<file path="config.mk">
export PLATFORM = sky130hd
export DESIGN_NAME = ram_frame_latch
export DESIGN_NICKNAME = d
export VERILOG_FILES = /design/src/rtl/ram_frame_latch.sv
export SDC_FILE = /design/constraint.sdc
export NUM_CORES = 1
export LEC_CHECK = 0
export ABC_AREA = 1
export BUFFER_PORTS_ARGS = -buffer_cell sky130_fd_sc_hd__buf_2
export CELL_PAD_IN_SITES_DETAIL_PLACEMENT = 0
export CELL_PAD_IN_SITES_GLOBAL_PLACEMENT = 1
export CORE_ASPECT_RATIO = 2
export CORE_MARGIN = 2
export CORE_UTILIZATION = 50
export DETAILED_ROUTE_END_ITERATION = 6
export HOLD_SLACK_MARGIN = 0.1
export PLACE_DENSITY_LB_ADDON = 0.1
export SLEW_MARGIN = 20
export SYNTH_ARGS = -nofsm -noshare
export SYNTH_HDL_FRONTEND = slang
export SYNTH_SLANG_ARGS = --single-unit
</file>
<file path="constraint.sdc">
create_clock -name clk -period 2.5 [get_ports clk]
set_clock_uncertainty 0.15 [all_clocks]
set_input_delay 0.5 -clock clk [delete_from_list [all_inputs] [get_ports clk]]
set_output_delay 0.5 -clock clk [all_outputs]
set_load 0.1 [all_outputs]
</file>
<file path="src/rtl/ram_frame_latch.sv">
// Latches a DEPTH-byte frame out of a data RAM into a display buffer on each vsync.
// Define FRAME_LATCH_DBUF_EN for tear-free double buffering; default is a single in-place buffer.
module ram_frame_latch #(
  parameter int DEPTH = 65,
  parameter int AW    = 7,
  parameter int DW    = 8
) (
  input  logic          clk,
  input  logic          reset,
  input  logic          frame_start,
  output logic          rd_en,
  output logic [AW-1:0] rd_addr,
  input  logic [DW-1:0] rd_data,
  input  logic [AW-1:0] pix_addr,
  output logic [DW-1:0] pix_data,
  output logic [DW-1:0] disp_byte,
  output logic          frame_valid,
  output logic          busy,
  output logic          copy_done,
  output logic          overrun,
  input  logic          ovr_clr
);

  localparam logic [AW-1:0] LAST_ADDR = AW'(DEPTH - 1);
  localparam logic [AW:0]   DEPTH_X   = (AW + 1)'(DEPTH);

  typedef enum logic [1:0] {IDLE, COPY, DRAIN} state_t;

  state_t        state_q, state_d;
  logic [AW-1:0] rd_addr_q, rd_addr_d;
  logic          copy_done_q, copy_done_d;
  logic          overrun_q, overrun_d;
  logic          frame_valid_q, frame_valid_d;
  logic          wr_en_q;
  logic [AW-1:0] wr_addr_q;
`ifdef FRAME_LATCH_DBUF_EN
  logic          sel_q, sel_d;
  logic          swap_pend_q, swap_pend_d;
  logic [DW-1:0] mem_q [2][DEPTH];
`else
  logic [DW-1:0] mem_q [DEPTH];
`endif

  always_ff @(posedge clk or posedge reset) begin
    if (reset) begin
      state_q       <= IDLE;
      rd_addr_q     <= '0;
      copy_done_q   <= 1'b0;
      overrun_q     <= 1'b0;
      frame_valid_q <= 1'b0;
      wr_en_q       <= 1'b0;
      wr_addr_q     <= '0;
`ifdef FRAME_LATCH_DBUF_EN
      sel_q         <= 1'b0;
      swap_pend_q   <= 1'b0;
`endif
    end else begin
      state_q       <= state_d;
      rd_addr_q     <= rd_addr_d;
      copy_done_q   <= copy_done_d;
      overrun_q     <= overrun_d;
      frame_valid_q <= frame_valid_d;
      // RAM data lags the issued address by one cycle, so the write port trails the read port.
      wr_en_q       <= (state_q == COPY);
      wr_addr_q     <= rd_addr_q;
`ifdef FRAME_LATCH_DBUF_EN
      sel_q         <= sel_d;
      swap_pend_q   <= swap_pend_d;
`endif
    end
  end

  always_comb begin
    state_d       = state_q;
    rd_addr_d     = rd_addr_q;
    copy_done_d   = 1'b0;
    overrun_d     = ovr_clr ? 1'b0 : overrun_q;
    frame_valid_d = frame_valid_q;
`ifdef FRAME_LATCH_DBUF_EN
    sel_d         = sel_q;
    swap_pend_d   = swap_pend_q;
`endif
    unique case (state_q)
      IDLE: begin
        rd_addr_d = '0;
        if (frame_start) begin
          state_d = COPY;
`ifdef FRAME_LATCH_DBUF_EN
          if (swap_pend_q) begin
            sel_d         = ~sel_q;
            swap_pend_d   = 1'b0;
            frame_valid_d = 1'b1;
          end
`endif
        end
      end
      COPY: begin
        if (frame_start) overrun_d = 1'b1;
        if (rd_addr_q == LAST_ADDR) begin
          state_d   = DRAIN;
          rd_addr_d = '0;
        end else begin
          rd_addr_d = rd_addr_q + 1'b1;
        end
      end
      DRAIN: begin
        if (frame_start) overrun_d = 1'b1;
        state_d     = IDLE;
        copy_done_d = 1'b1;
`ifdef FRAME_LATCH_DBUF_EN
        swap_pend_d = 1'b1;
`else
        frame_valid_d = 1'b1;
`endif
      end
      default: state_d = IDLE;
    endcase
  end

  always_ff @(posedge clk) begin
`ifdef FRAME_LATCH_DBUF_EN
    if (wr_en_q) mem_q[~sel_q][wr_addr_q] <= rd_data;
`else
    if (wr_en_q) mem_q[wr_addr_q] <= rd_data;
`endif
  end

  always_comb begin
    pix_data  = '0;
    disp_byte = '0;
    if (frame_valid_q) begin
`ifdef FRAME_LATCH_DBUF_EN
      if ({1'b0, pix_addr} < DEPTH_X) pix_data = mem_q[sel_q][pix_addr];
      disp_byte = mem_q[sel_q][DEPTH-1];
`else
      if ({1'b0, pix_addr} < DEPTH_X) pix_data = mem_q[pix_addr];
      disp_byte = mem_q[DEPTH-1];
`endif
    end
  end

  assign rd_en       = (state_q == COPY);
  assign rd_addr     = rd_addr_q;
  assign busy        = (state_q != IDLE);
  assign copy_done   = copy_done_q;
  assign overrun     = overrun_q;
  assign frame_valid = frame_valid_q;

endmodule

</file>
==> summary.md, run 1 <==
| Metric | Value |
|---|---|
| CP Launch Type | `input pin` |
| TritonCTS Sinks | `540` |
| Hold depth | `1` |
| Required @ worst endpoint | `1850 ps` |
| IO Pins | `47` |
| GRT Overall Usage | `0.2719` |
| Via density | `5.340` |
| Crit path max fanout | `7` |
| Share of cells above drive strength 1 | `0.1824` |
| Hold WS | `132.4 ps` |
| First-pass iteration count of the detailed router | `7` |
| Tightest Hold Check Type | `in2reg` |
| Drt first-iter violations | `1144` |
| Total congestion overflow | `0` |
| Root Driver | `clkbuf_16` |
| # rows | `111` |
| Tcrit/Tclk final | `1.131` |
| Die Span X | `156.5 µm` |
| Setup TNS | `-2386 ps` |
| Post-route DRC | `0` |
| Clock Path Buffers | `3` |
| Outcome | `finished with violations` |
| Tmin final | `2828 ps` |
| Slew headroom | `0.4769` |
| Yosys reg bits | `540` |
| R2R cell count | `4` |
| Setup violations, final | `8` |
| Starting Density | `0.5076` |
| Synth-to-layout area growth | `23.18%` |
| CTS Buf Count | `47` |
| Antenna Nets Post-Route | `0` |
| Die Ht | `309.1 µm` |
| Most frequent cells in the layout | `nand2_1, edfxtp_1, inv_1` |
| DR vias | `16400` |
| Slew @ Worst Pin | `783.8 ps` |
| Failing checks | `setup timing` |
| Largest net degree at the start of global routing | `66` |
| Routed len/inst | `21.28 µm` |
| Post-Syn Nets | `2297` |
| RSZ-0062 raised after global routing | `yes` |
| WS Path Type | `in2out` |
| Critical path arrival | `2180 ps` |
| CORE AREA | `45830 µm²` |
| FMAX | `0.3536 GHz` |
| DRT Wirelength | `65.36 mm` |
| Mapped Cells | `2273` |
| First-pass GRT wire length | `96.03 mm` |
| Final Max Tran Viols | `0` |
| Maxcap violations | `0` |
| Most common cell after layout, fill and taps aside | `nand2_1` |
| Vias in the first global route | `16280` |
| Crit. End Element | `primary output` |
| Count of input and output buffers | `46` |
| VDD IR-drop max | `0.7490 mV` |
| Final setup margin | `-328.4 ps` |
| Post-DP HPWL | `41.50 mm` |
| Fillers | `3725` |
| H-tree depth | `2` |
| Cell area after synthesis | `23270 µm²` |
| Hold Fails Final Rpt | `0` |
| Initial antenna violation count | `0` |
| NumNets Final | `2493` |
| CTS tree | `built` |
| Average size of a mapped cell | `10.24 µm²` |
| GP Congestion | `0.8680` |
| Post-synth cell types | `26` |
| LEAKAGE | `11.95 nW` |
| DP Worst Slack | `-638.4 ps` |
| CTS clk-pin slew, worst paths | `70 ps` |
| Post-synthesis sequential area ratio | `0.6927` |
| Clk Latency, worst-skew pair | `580 ps` |
| Full die area | `48380 µm²` |
| Synth Warn # | `0` |
| Cell Pwr Density | `720.6 nW/µm²` |
## state kept, by name, summed over array words and instances, names as in the netlist
name and count:
copy_done 1, state_q 2, mem_q 520, wr_addr_q 7
frame_valid 1, wr_en_q 1, overrun 1, rd_addr 7
## per-layer routing
metal / global-route usage / vias up / wire length, µm
met5: 0 / - / 0
met4: 0.1165 / 0 / 2795
li1: - / 7781 / -
met3: 0.02690 / 152 / 2754
met1: 0.3093 / 7952 / 24110
met2: 0.5124 / 513 / 35700
## layout make-up
cell class / count / area, µm² / area share
Antenna cell: 1 / 2.502 / 0.00008731
Clock buffer: 57 / 1256 / 0.04383
Clock inverter: 28 / 372.9 / 0.01301
Inverter: 295 / 1139 / 0.03973
Multi-Input combinational cell: 1333 / 6188 / 0.2159
Sequential cell: 540 / 16120 / 0.5624
Tap cell: 565 / 706.9 / 0.02467
Timing Repair Buffer: 251 / 2867 / 0.1000
Timing Repair inverter: 1 / 8.758 / 0.0003056
## through the flow
step,power [mW],area (µm²),cells,utilization
after floorplan,11.77,23450,2273,-
after global placement,12.73,25730,2961,0.5614
after detailed placement,12.76,25730,2961,0.5614
after CTS,20.66,28070,3059,0.6124
after global routing,21.29,28660,3070,0.6253
final,20.65,28660,3071,0.6253
## worst max-delay path: stages
cell       delay, ps
buf_16           160
buf_16           190
buf_8            130
clkbuf_16        140
nor2_1            50
nor2_1            70
o21ai_1           80
nand2_1          110
nor2_1            60
nor2_1           150
nor2_2            60
nor2_4           130
nor2_4            50
nor2_4           100
buf_12           180
## synth_stat cells, drive strengths merged
| cell type | count | area, µm² |
|---|---|---|
| xnor2 | 1 | 8.760 |
| a21oi | 9 | 45.04 |
| or2 | 1 | 6.260 |
| nand2 | 751 | 2819 |
| o41ai | 1 | 8.760 |
| nand4 | 8 | 50.05 |
| a21boi | 1 | 11.26 |
| clkbuf | 21 | 78.83 |
| ha | 5 | 62.56 |
| buf | 84 | 416.7 |
| inv | 294 | 1104 |
| xor2 | 4 | 35.03 |
| clkinv | 1 | 3.750 |
| o22ai | 6 | 37.54 |
| nand3 | 238 | 1191 |
| nor2 | 231 | 874.6 |
| dfrtp | 20 | 500.5 |
| o211ai | 1 | 7.510 |
| nor4 | 8 | 50.05 |
| o21ai | 68 | 340.3 |
| edfxtp | 520 | 15610 |
## cell families after synthesis
| family | count (synthesis) | share of synthesized area |
|---|---|---|
| DFF | 540 | 0.6927 |
| xor gates and xnor gates | 5 | 0.001882 |
| buffers and inverters | 400 | 0.06889 |
| adders and majority gates | 5 | 0.002689 |
| AOI/OAI and AO/OA | 86 | 0.01936 |
| and+or+nand+nor | 1237 | 0.2145 |
## power by group
group / leakage (nW) / switching [mW] / internal, mW / total (mW)
registers: 4.94 / 0.119 / 10.1 / 10.2
logic: 6.21 / 1.85 / 0.814 / 2.66
clock network: 0.794 / 3.27 / 4.52 / 7.79
total: 11.9 / 5.24 / 15.4 / 20.7
## path summary, 6_finish.rpt
check / to / from / slack [ps]
max in group asynchronous: frame_valid / reset / 1170
setup reg to reg: mem_q[23][7] / wr_addr_q[6] / 350
hold / removal: mem_q[17][5] / rd_data[5] / 130
min in group asynchronous: overrun / reset / 460
setup / recovery: pix_data[7] / pix_addr[0] / -330
hold reg to reg: wr_addr_q[3] / rd_addr[3] / 320
## repair_timing
action / in CTS / in global routing
gates cloned: 10 / 8
resized for setup: 112 / 108
hold buffers: 3 / 0
endpoints found under the setup margin: 9 / 8
buffers inserted: 3 / 4
endpoints found under the hold margin: 21 / 0
pin swaps: 25 / 64
(Power assumes the default switching activity.)
==> inputs of run 2 (changes only) <==
--- a/config.mk
+++ b/config.mk
@@ -11,7 +11,7 @@
 export CELL_PAD_IN_SITES_GLOBAL_PLACEMENT = 1
 export CORE_ASPECT_RATIO = 2
 export CORE_MARGIN = 2
-export CORE_UTILIZATION = 50
+export CORE_UTILIZATION = 40
 export DETAILED_ROUTE_END_ITERATION = 6
 export HOLD_SLACK_MARGIN = 0.1
 export PLACE_DENSITY_LB_ADDON = 0.1
==> constraint.sdc (replaced) <==
create_clock -name clk -period 2.55 [get_ports clk]
set_clock_uncertainty 0.15 [all_clocks]
set_input_delay 0.1275 -clock clk [delete_from_list [all_inputs] [get_ports clk]]
set_output_delay 0.1275 -clock clk [all_outputs]
set_load 0.1 [all_outputs]
==> run 2 against run 1 <==
Register-to-register slack improved by 90 ps; largest power group unchanged; combinational power decreased by 9.8%; highest routed layer is now met5; critical endpoint is now pix_data[0]; the flow now finishes without violations; via count decreased by 3.9%; die area increased by 24%; first-iteration DRC count decreased by 15%; design area decreased by 3.9%; critical path type is now reg2out; core utilization decreased by 15 points.
==> summary.md, run 2 (synthesis results as in run 1) <==
| Metric | Value |
|---|---|
| Largest net degree at the start of global routing | `66` |
| Fillers | `5449` |
| Starting Density | `0.4021` |
| RSZ-0062 raised after global routing | `yes` |
| CTS tree | `built` |
| # Post-CTS Setup Buffers | `0` |
| Crit. End Element | `primary output` |
| Diodes inserted | `0` |
| VDD IR-drop max | `1.141 mV` |
| FMAX | `0.4004 GHz` |
| LEAKAGE | `11.37 nW` |
| Most common cell after layout, fill and taps aside | `nand2_1` |
| Cell Pwr Density | `711.9 nW/µm²` |
| DR vias | `15750` |
| Clock Path Buffers | `3` |
| Via density | `4.876` |
| First-pass GRT wire length | `99.55 mm` |
| Slew headroom | `0.3668` |
| GRT Overall Usage | `0.2235` |
| First-pass iteration count of the detailed router | `5` |
| Footprint of the multi-input gates | `5823 µm²` |
| Hold Fails Final Rpt | `0` |
| Post-DP HPWL | `43.58 mm` |
| Outcome | `finished, final reports clean` |
| H-tree depth | `2` |
| Drt first-iter violations | `968` |
| Root Driver | `clkbuf_16` |
| CTS Buf Count | `50` |
| TritonCTS Sinks | `540` |
| NumNets Final | `2455` |
| CORE AREA | `57870 µm²` |
| Tcrit/Tclk final | `0.9795` |
| Vias in the first global route | `15830` |
| Clk Latency, worst-skew pair | `600 ps` |
| Largest Register | `mem_q` |
| Hold WS | `94.63 ps` |
| CP Launch Type | `flip-flop` |
| Setup violations, final | `0` |
| Synth-to-layout area growth | `18.39%` |
| Post-route DRC | `0` |
| Antenna Nets Post-Route | `0` |
| Max reg flops | `520` |
| Count of input and output buffers | `46` |
| Final Max Tran Viols | `0` |
| Critical path arrival | `2220 ps` |
| WS Path Type | `reg2out` |
| Share of cells above drive strength 1 | `0.1341` |
| Required @ worst endpoint | `2270 ps` |
| DRT Wirelength | `66.59 mm` |
| Register area | `16120 µm²` |
| Most frequent cells in the layout | `nand2_1, edfxtp_1, inv_1` |
| Routed len/inst | `20.62 µm` |
| Total congestion overflow | `0` |
| DP Worst Slack | `9.617 ps` |
| # rows | `125` |
| Die Span X | `174.5 µm` |
| Full die area | `60230 µm²` |
| IO Pins | `47` |
| GP Congestion | `0.8145` |
| Crit path max fanout | `1` |
| Final setup margin | `52.21 ps` |
| Tightest Hold Check Type | `in2reg` |
| Maxcap violations | `0` |
| Initial antenna violation count | `1` |
| Tmin final | `2498 ps` |
| CTS clk-pin slew, worst paths | `70 ps` |
| Die Ht | `345.1 µm` |
| Slew @ Worst Pin | `949.8 ps` |
| Pwr Total | `19.61 mW` |
run 2: cell types whose count changed in the layout (fill, tap and decap cells not counted), moves of 9 or more:
cell and change:
nand2_1 +35, nand2_2 -32, nor2_1 +19, nor2_4 -18
o21ai_0 +18, buf_16 -15, buf_6 -10, dlygate4sd3_1 +10
nand3_1 +10, buf_4 -9, nand3_2 -9, o21ai_1 -9
run 2: cell type report:
class                           instances  share of cell area
Inverter                              295             0.04043
Clock buffer                           64             0.04965
Timing Repair Buffer                  211             0.07259
Clock inverter                         25            0.006178
Multi-Input combinational cell       1333              0.2114
Tap cell                              762             0.03461
Sequential cell                       540              0.5851
run 2: power breakdown:
group | total, mW | internal (mW) | switching (mW) | leakage (nW)
Combinational | 2.40 | 0.645 | 1.76 | 5.68
Sequential | 10.0 | 9.89 | 0.112 | 4.94
Clock | 7.20 | 3.89 | 3.31 | 0.746
run 2: worst max-delay path: stages, from the launching register on:
cell and delay [ps]:
edfxtp_1 320, nor2_1 40, nor2_1 90, o21ai_0 110, nand3_1 110, nand3_2 100
nand2_2 110, nand2_1 50, nor2_1 100, buf_4 160, nor2_4 50, nor2_4 180
buf_12 210
run 2: metal layers:
metal / wire length [µm] / vias to the layer above / global-route usage
li1: - / 7694 / -
met4: 2930 / 2 / 0.09354
met3: 2474 / 110 / 0.02488
met5: 13 / - / 0
met1: 26390 / 7602 / 0.2686
met2: 34790 / 343 / 0.4037
run 2: repair_timing:
action | in CTS | in global routing
resized for setup | 27 | 33
endpoints found under the hold margin | 334 | 0
hold buffers | 13 | 0
pin swaps | 12 | 16
endpoints found under the setup margin | 8 | 10
run 2: worst paths after layout:
path                              start      endpoint  slack, ps  cells past startpoint
setup / recovery           mem_q[56][0]   pix_data[0]         50                     12
hold / removal               rd_data[7]  mem_q[29][7]         90                      1
setup reg to reg           wr_addr_q[5]  mem_q[42][4]        440                      5
hold reg to reg              rd_addr[6]  wr_addr_q[6]        320                      0
max in group asynchronous         reset   frame_valid       1130                      4
min in group asynchronous         reset    state_q[1]        600                      4
run 2: through the flow:
stage / utilization / std cells / setup TNS, ps / area [µm²]
2_1_floorplan: - / 2273 / 0 / 23330
3_3_place_gp: 0.4434 / 3128 / 0 / 25660
3_5_place_dp: 0.4434 / 3128 / 0 / 25660
4_1_cts: 0.4737 / 3230 / -13.46 / 27410
5_1_grt: 0.4760 / 3230 / -310.1 / 27540
6_report: 0.4760 / 3230 / 0 / 27540
==> inputs of run 3 (changes only) <==
--- a/config.mk
+++ b/config.mk
@@ -15,6 +15,7 @@
 export DETAILED_ROUTE_END_ITERATION = 6
 export HOLD_SLACK_MARGIN = 0.1
 export PLACE_DENSITY_LB_ADDON = 0.1
+export RECOVER_POWER = 50
 export SLEW_MARGIN = 20
 export SYNTH_ARGS = -nofsm -noshare
 export SYNTH_HDL_FRONTEND = slang
==> run 3 against run 2 <==
The flow now finishes with violations (capacitance limit, slew limit); via count decreased by 0.36%; worst hold slack improved by 220 ps; worst setup slack improved by 12 ps; sequential share of layout area increased by 0.28 points; fmax increased by 0.47%; non-clock buffer count unchanged; register-to-register slack about the same; sequential power about the same; critical path type unchanged.
==> summary.md, run 3 (synthesis results as in run 1) <==
| Metric | Value |
|---|---|
| CP Cell Sequence | `nor2_1 > nor2_1 > o21ai_0 > nand2_1 > nor2_1 > nor2_2 > nor2_1 > nor2_1 > buf_4 > nor2_4 > nor2_4 > buf_12` |
| Most common cell after layout, fill and taps aside | `nand2_1` |
| CP max-delay cell | `edfxtp_1` |
| First-pass GRT wire length | `99.55 mm` |
| Vias in the first global route | `15830` |
| TritonCTS Sinks | `540` |
| # Post-CTS Setup Buffers | `0` |
| Post-route DRC | `0` |
| GR Util met1 | `0.2686` |
| Clk Latency, worst-skew pair | `600 ps` |
| Routed len/inst | `20.61 µm` |
| GRT Overall Usage | `0.2235` |
| Slew @ Worst Pin | `2257 ps` |
| DR vias | `15700` |
| Largest net degree at the start of global routing | `66` |
| Met2 GRT Util | `0.4037` |
| Clock Path Buffers | `3` |
| GP Congestion | `0.8145` |
| Drt first-iter violations | `905` |
| Critical path arrival | `2210 ps` |
| RSZ-0062 raised after global routing | `yes` |
| Die Span X | `174.5 µm` |
| Outcome | `finished with violations` |
| Antenna Nets Post-Route | `0` |
| Cell Pwr Density | `714.2 nW/µm²` |
| DRT Wirelength | `66.57 mm` |
| Max reg flops | `520` |
| VDD IR-drop max | `1.138 mV` |
| Maxcap violations | `6` |
| IO Pins | `47` |
| Failing checks | `capacitance limit, slew limit` |
| CTS tree | `built` |
| Starting Density | `0.4021` |
| Count of input and output buffers | `46` |
| CORE AREA | `57870 µm²` |
| Core Util, Final | `0.4738` |
| NumNets Final | `2455` |
| H-tree depth | `2` |
| Required @ worst endpoint | `2270 ps` |
| Most frequent cells in the layout | `nand2_1, edfxtp_1, inv_1` |
| Synth-to-layout area growth | `17.83%` |
| WS Path Type | `reg2out` |
| Slew headroom | `-0.5048` |
| Tightest Hold Check Type | `reg2reg` |
| First-pass iteration count of the detailed router | `7` |
| Setup violations, final | `0` |
| LEAKAGE | `11.29 nW` |
| # rows | `125` |
| Largest Register | `mem_q` |
| Die Ht | `345.1 µm` |
| Max incr delay on CP | `320 ps` |
| Initial antenna violation count | `1` |
| Final Max Tran Viols | `283` |
| Crit. End Element | `primary output` |
| Tcrit/Tclk final | `0.9749` |
| Fillers | `5466` |
| Full die area | `60230 µm²` |
| Via density | `4.859` |
| CTS clk-pin slew, worst paths | `70 ps` |
| Critical Path Most Common Cell | `nor2_1` |
| CTS Buf Count | `50` |
| Root Driver | `clkbuf_16` |
| Hold WS | `316.0 ps` |
| Share of cells above drive strength 1 | `0.1288` |
| Total congestion overflow | `0` |
| Crit path max fanout | `1` |
| Most used routing layer | `met2` |
| Post-DP HPWL | `43.58 mm` |
| M3 GR Usage | `0.02488` |
| CP Launch Type | `flip-flop` |
| Tmin final | `2486 ps` |
| FMAX | `0.4022 GHz` |
| Hold Fails Final Rpt | `0` |
| Diodes inserted | `0` |
==> run 3: changes by cell type in the layout (fill, tap and decap cells not counted) <==
cell / change
clkbuf_1: +13
buf_4: -9
clkbuf_2: +7
buf_12: -6
buf_2: -5
==> run 3: worst max-delay path: cells and delay by family, from the launching register on <==
| kind | cells | cell delay [ps] |
|---|---|---|
| simple gates | 9 | 810 |
| flops | 1 | 320 |
| buf+inv | 2 | 360 |
| compound gates | 1 | 120 |
==> run 3: power by group <==
group	switching (mW)	internal, mW	total, mW
registers	0.112	9.90	10.0
clock network	3.31	3.89	7.21
logic	1.75	0.611	2.37
total	5.18	14.4	19.6
==> run 3: repair_timing <==
action                                  4_1_cts  5_1_grt
pin swaps                                    12       16
hold buffers                                 13        0
endpoints found under the setup margin        8       10
endpoints found under the hold margin       334        0
resized for setup                            27       33
==> run 3: layer usage <==
metal	vias to the layer above	routed length [µm]
li1	7698	-
met1	7556	26410
met2	325	34900
met3	114	2290
met4	2	2955
met5	-	13
==> run 3: metrics by stage <==
step | setup TNS, ps | area, µm² | cells | setup slack (ps) | total power [mW]
global placement | 0 | 25660 | 3128 | 7.471 | 12.53
detailed placement | 0 | 25660 | 3128 | 9.617 | 12.53
finish | 0 | 27420 | 3230 | 63.93 | 19.58
floorplan | 0 | 23330 | 2273 | 81.02 | 11.52
global route | -310.1 | 27420 | 3230 | -72.44 | 20.28
CTS | -13.46 | 27410 | 3230 | -13.46 | 19.78
==> run 3: layout make-up <==
cell class | count | area [µm²] | area share
flip-flops and latches | 540 | 16120 | 0.5879
multi-input cells | 1333 | 5823 | 0.2124
repair buffers | 211 | 1871 | 0.06823
clock buffers | 64 | 1368 | 0.04988
inverters | 295 | 1114 | 0.04062
well taps | 762 | 953.4 | 0.03478
clock inverters | 25 | 170.2 | 0.006207
==> run 3: final timing paths <==
check / startpoint / slack (ps) / cells after the start / end
max reg2reg: wr_addr_q[5] / 450 / 5 / mem_q[45][3]
max: mem_q[42][0] / 60 / 12 / pix_data[0]
max in group asynchronous: reset / 1140 / 4 / frame_valid
min: rd_addr[6] / 320 / 0 / wr_addr_q[6]
min in group asynchronous: reset / 600 / 4 / state_q[1]
min reg2reg: rd_addr[6] / 320 / 0 / wr_addr_q[6]
